--- src/rtl/reg_file_mp.sv ---
// Parametrised register file: one write port, NUM_READ registered read ports with write bypass.
// Optional busy-bit scoreboard for hazard detection, enabled by defining REGFILE_SCOREBOARD_EN.
module reg_file_mp #(
    parameter int  NUM_REGS = 32,
    parameter int  DATA_W   = 32,
    parameter int  NUM_READ = 2,
    parameter int  ZERO_REG = 1,
    localparam int ADDR_W   = $clog2(NUM_REGS)
) (
    input  logic                         clock,
    input  logic                         reset_n,
    input  logic [NUM_READ-1:0]          rd_en,
    input  logic [NUM_READ*ADDR_W-1:0]   rd_addr,
    output logic [NUM_READ*DATA_W-1:0]   rd_data,
    output logic [NUM_READ-1:0]          rd_busy,
    input  logic                         wr_en,
    input  logic [ADDR_W-1:0]            wr_addr,
    input  logic [DATA_W-1:0]            wr_data,
    input  logic                         issue_en,
    input  logic [ADDR_W-1:0]            issue_addr
);

    localparam bit ZERO_EN = (ZERO_REG != 0);

    logic [DATA_W-1:0] regs_q [NUM_REGS];
    logic              wr_legal;

    // Register 0 is never written when hardwired, so its reset value of 0 persists.
    assign wr_legal = wr_en && !(ZERO_EN && (wr_addr == '0));

    always_ff @(posedge clock or negedge reset_n) begin
        if (!reset_n) begin
            for (int r = 0; r < NUM_REGS; r++) begin
                regs_q[r] <= '0;
            end
        end else if (wr_legal) begin
            regs_q[wr_addr] <= wr_data;
        end
    end

`ifdef REGFILE_SCOREBOARD_EN
    logic [NUM_REGS-1:0] busy_q;
    logic [NUM_REGS-1:0] busy_d;
    logic [NUM_REGS-1:0] busy_rd;
    logic [NUM_REGS-1:0] wr_clr;
    logic [NUM_REGS-1:0] iss_set;

    always_comb begin
        wr_clr  = '0;
        iss_set = '0;
        if (wr_legal) begin
            wr_clr[wr_addr] = 1'b1;
        end
        if (issue_en && !(ZERO_EN && (issue_addr == '0))) begin
            iss_set[issue_addr] = 1'b1;
        end
    end

    // Readers see the write clear but not the same-edge issue; issue wins in storage.
    assign busy_rd = busy_q & ~wr_clr;
    assign busy_d  = busy_rd | iss_set;

    always_ff @(posedge clock or negedge reset_n) begin
        if (!reset_n) begin
            busy_q <= '0;
        end else begin
            busy_q <= busy_d;
        end
    end
`else
    logic unused_issue;
    assign unused_issue = ^{issue_en, issue_addr};
`endif

    for (genvar g = 0; g < NUM_READ; g++) begin : g_port
        logic [ADDR_W-1:0] addr;
        logic              is_zero;
        logic              hit_wr;
        logic [DATA_W-1:0] data_d;
        logic [DATA_W-1:0] data_q;

        assign addr    = rd_addr[g*ADDR_W +: ADDR_W];
        assign is_zero = ZERO_EN && (addr == '0);
        assign hit_wr  = wr_legal && (wr_addr == addr);

        always_comb begin
            data_d = regs_q[addr];
            if (is_zero) begin
                data_d = '0;
            end else if (hit_wr) begin
                data_d = wr_data;
            end
        end

        always_ff @(posedge clock or negedge reset_n) begin
            if (!reset_n) begin
                data_q <= '0;
            end else if (rd_en[g]) begin
                data_q <= data_d;
            end
        end

        assign rd_data[g*DATA_W +: DATA_W] = data_q;

`ifdef REGFILE_SCOREBOARD_EN
        logic busy_d_p;
        logic busy_q_p;

        assign busy_d_p = is_zero ? 1'b0 : busy_rd[addr];

        always_ff @(posedge clock or negedge reset_n) begin
            if (!reset_n) begin
                busy_q_p <= 1'b0;
            end else if (rd_en[g]) begin
                busy_q_p <= busy_d_p;
            end
        end

        assign rd_busy[g] = busy_q_p;
`else
        assign rd_busy[g] = 1'b0;
`endif
    end

endmodule
--- config.mk ---
export PLATFORM = sky130hd
export DESIGN_NAME = reg_file_mp
export DESIGN_NICKNAME = d
export VERILOG_FILES = /design/src/rtl/reg_file_mp.sv
export SDC_FILE = /design/constraint.sdc
export NUM_CORES = 2
export LEC_CHECK = 0
export CELL_PAD_IN_SITES_DETAIL_PLACEMENT = 1
export CELL_PAD_IN_SITES_GLOBAL_PLACEMENT = 2
export CORE_MARGIN = 2
export CORE_UTILIZATION = 45
export CTS_CLUSTER_DIAMETER = 80
export DETAILED_ROUTE_END_ITERATION = 8
export GPL_TIMING_DRIVEN = 0
export PLACE_DENSITY_LB_ADDON = 0.1
export SLEW_MARGIN = 20
export SYNTH_ARGS = -nofsm -noshare
export SYNTH_HDL_FRONTEND = slang
export SYNTH_SLANG_ARGS = --single-unit
--- constraint.sdc ---
create_clock -name clock -period 3.6 [get_ports clock]
set_input_delay 1.08 -clock clock [delete_from_list [all_inputs] [get_ports clock]]
set_output_delay 1.08 -clock clock [all_outputs]
set_load 0.01 [all_outputs]
==> impl.org <==
** Critical path
- Data on the critical path is required at its endpoint by 4.26 ns.
- Type of element launching the critical path :: input pin
- Type of element capturing the critical path :: flop
- For the worst setup path, the data arrival time is approximately 4.3 ns.
- Top fanout value on the critical path :: 10
- The setup path with the least slack is of type input pin to flop.

** Yosys
- The cell count after synthesis came out at 3615.
- After synthesis, the share of cell area in mux cells is 0.4234.
- Of the total synthesized cell area, the portion taken by AND, OR, NAND and NOR gates is 0.01705.
- Summing every instance area after synthesis gives around 57000 sq um.
- Number of library cell types mapped by synthesis :: 35
- Library cell occupying the most area in the post-synthesis netlist :: dfrtp_1
- Area fraction of the dominant cell type after synthesis :: 0.4774
- Of the total synthesized cell area, the portion taken by full adders, half adders and majority gates is 0.
- Top area cells in the synthesized netlist :: dfrtp_1, mux4_2, mux2_2
- Xor/xnor cell area share of the yosys netlist :: 0.001536
- By area, the combinational part of the netlist is dominated by multiplexers.
- Compound-cell area share of the yosys netlist :: 0.04129
- Portion of the post-synthesis area used by sequential elements :: 0.4774
- Yosys printed 0 warnings.
- The synthesized design contains 1088 register bits.
- Dividing the synthesized area by the synthesized cell count gives 15.77 sq um.

** Placed design
- At the end of routability-driven placement, the weighted congestion stood at around 0.92.
- Number of buffer cells added on primary ports :: 107
- Worst slack at placement :: -1.440 ns
- Number of cells after detailed placement :: ~5.4k
- The wire-length estimate of the detail-placed layout is between 150000 and 200000 um.

** Run
- Number of max-cap violations :: 0

** Clocking
- TritonCTS built the clock tree.
- Clock Tree Buf Depth :: 3
- The H-tree was split into 4 levels.
- Clock Pin Slew Worst Setup and Hold Paths :: about 0.060 ns
- CTS Hold Buffers Added :: 0
- CTS placed an instance of clkbuf_16 at the clock tree root.
- For this design, the sink count on the clock tree is 1088.
- Insertion delay to the later sink of the worst-skew pair :: between 0.7 and 0.8 ns
- Clock buffers created by TritonCTS :: approximately 130
- The number of setup buffers added after CTS is 0.

** Timing
- The final max-slew violation count is 0.
- Final-report setup violation count :: 18
- After routing, the total negative slack on setup checks comes to -0.5616 ns.
- RSZ-0062 raised after global routing :: true
- At the pin with the least slew margin, the transition time is ~1.3 ns.
- Final worst path period need :: around 3.7 ns
- Across the routed clock network, the largest skew measured is about 0.031 ns.
- Slew headroom :: 0.1386
- Hold timing on the final database bottoms out at a slack of 0.3265 ns.
- Share of the cycle needed by the critical path after routing :: 1.016
- Upper clock frequency limit :: ~270 MHz
- The number of hold violations in the final report was 0.
- Across all setup checks in the final design, the least slack found is -0.05714 ns.

** Pwr
- Leakage :: between 20 and 30 nW
- Power density over the cells :: approximately 590 nW/um^2
- VDD sags by at most between 0.5 and 0.6 mV.

** Route
- The count of nets left with antenna violations once routing finished came out at 0.
- DRC violations left :: 0
- The detailed router finished its first iteration with ~3.6k violations.
- The routed design has around 210000 um of wire.
- Detailed Routing Iterations Pass 1 :: 5
- Post-DR wirelength/cell :: between 30 and 40 um
- The final route contains ~38k vias.
- DR vias/cell :: 6.719

** Die
- In this run the core area contains between 100 and 150 standard-cell rows.
- Overall die area :: around 130000 sq um
- Core box area :: 125700 sq um
- The initial utilization of the core area, before any placement, comes to 0.4535.
- For this design the top-level I/O count stands at about 120.
- Overall die width :: about 360 um
- Die Ht :: 360.0 um

** Finish
- Fill count :: 11.80k
- The final layout contains 3924 nets.
- Relative to the synthesized area, the layout overhead comes to 13.68%.
- Layout cell share with drive strength beyond 1 :: 0.4158
- Measured on the finished design, the core utilization comes to 0.5156.
- Leaving out filler cells and counting taps, the final layout contains ~5.6k.

** GRT
- The via count of the first global-routing pass was 41.09k.
- First-pass GRT wire length :: ~300000 um
- Across every metal layer, demand over resource in global routing totals 0.3330.
- Entering global routing, the biggest net connects 150 pins.
- The total overflow left after global routing is 0.
- The number of antenna violations at the first check in global routing was 10.

** Outcome
- Run status :: finished, violations left
- The checks that failed: negative setup slack.

** Min path
- The tightest min-delay check is of the input pin to async pin type.
## metrics by stage
step | total power [mW] | cell area, sq um
floorplan | 21.28 | 57030
global placement | 23.93 | 60170
detailed placement | 24.58 | 60410
CTS | 38.07 | 64750
global route | 39.33 | 64810
finish | 37.99 | 64830
## logic make-up after synthesis
logic type      after synthesis
mux                        1568
flops                      1088
buf+inv                     491
compound gates              266
simple gates                191
xor+xnor                     10
other cells                   1
## synth_stat cells
cell type	number
a2111oi_4	2
a211o_1	2
a21o_1	2
a22o_1	128
a41oi_1	64
and2_1	2
and3_1	1
buf_1	47
buf_2	118
buf_4	14
buf_6	26
clkbuf_1	221
clkinv_1	64
conb_1	1
dfrtp_1	1088
inv_2	1
mux2_1	320
mux2_2	672
mux4_2	576
nand2_1	18
nand3_1	2
nand3b_1	4
nor2_1	84
nor2b_1	68
nor3_1	1
nor3_2	1
nor3_4	2
nor3b_1	4
o21a_1	2
o21ai_1	2
o221ai_1	64
or2_2	1
or3_1	1
or4_1	2
xor2_1	10
## where the power goes
part	internal (mW)	leakage [nW]	switching [mW]	total, mW
Sequential	14.6	14.0	1.82	16.4
Clock	7.99	2.13	5.50	13.5
Combinational	4.53	11.4	3.55	8.08
## worst max-delay path: stages
cell and delay [ns]:
clkdlybuf4s50_1 0.61, clkbuf_1 0.40, nand3_1 0.27, nor2_1 0.86
buf_2 0.67, mux2_2 0.40
## placed cells by master (no fill, tap or decap), types with 4 or more instances in the layout
cell type           n
dfrtp_1          1088
mux2_2            672
mux4_2            576
mux2_1            320
clkbuf_1          236
clkbuf_16         136
a22o_1            128
buf_2             123
clkdlybuf4s50_1   106
nor2_1             81
nor2b_1            68
clkinv_1           64
a41oi_1            64
o221ai_1           64
buf_1              40
clkbuf_8           32
buf_6              26
nand2_1            18
clkbuf_2           14
buf_4              14
clkinv_2           14
xor2_1             10
inv_6               9
buf_16              9
diode_2             7
bufinv_16           7
nor3b_1             4
nand3b_1            4
## timing repair
| item | in CTS | in global routing |
|---|---|---|
| resized for setup | 15 | 4 |
| endpoints found under the hold margin | 0 | 0 |
| endpoints found under the setup margin | 62 | 176 |
| cloned | 0 | 2 |
## cell type report
cell class,count,area [sq um],area share
clock buffers,195,3902,0.06020
diodes,7,17.52,0.0002702
well taps,1650,2064,0.03185
plain buffers,426,2033,0.03136
multi-input cells,2037,27570,0.4253
repair buffers,117,1359,0.02096
clock inverters,33,407.9,0.006292
inverters,65,244.0,0.003764
flip-flops and latches,1088,27230,0.4200
## routing by layer
metal | part of all wire | track usage
met1 | 0.40 | 0.4366
met5 | 0.00017 | 0
met3 | 0.067 | 0.06553
met4 | 0.052 | 0.1609
met2 | 0.48 | 0.5339
## registers in the layout, indices dropped and copies added, names as in the netlist
name and count:
g_port.data_q 64, regs_q 1024
## path summary, 6_finish.rpt
| kind | from | to | slack (ns) | cells after the start |
|---|---|---|---|---|
| setup / recovery | wr_addr[1] | regs_q[24] | -0.06 | 6 |
| hold / removal | reset_n | regs_q[217] | 0.33 | 2 |
| setup reg to reg | regs_q[849] | g_port[1].data_q[17] | 1.56 | 4 |
| hold reg to reg | regs_q[993] | regs_q[993] | 0.47 | 1 |
| max in group asynchronous | reset_n | regs_q[108] | 0.74 | 6 |
| min in group clock | regs_q[993] | regs_q[993] | 0.47 | 1 |
Note: power is estimated with default switching activity, not from simulation.
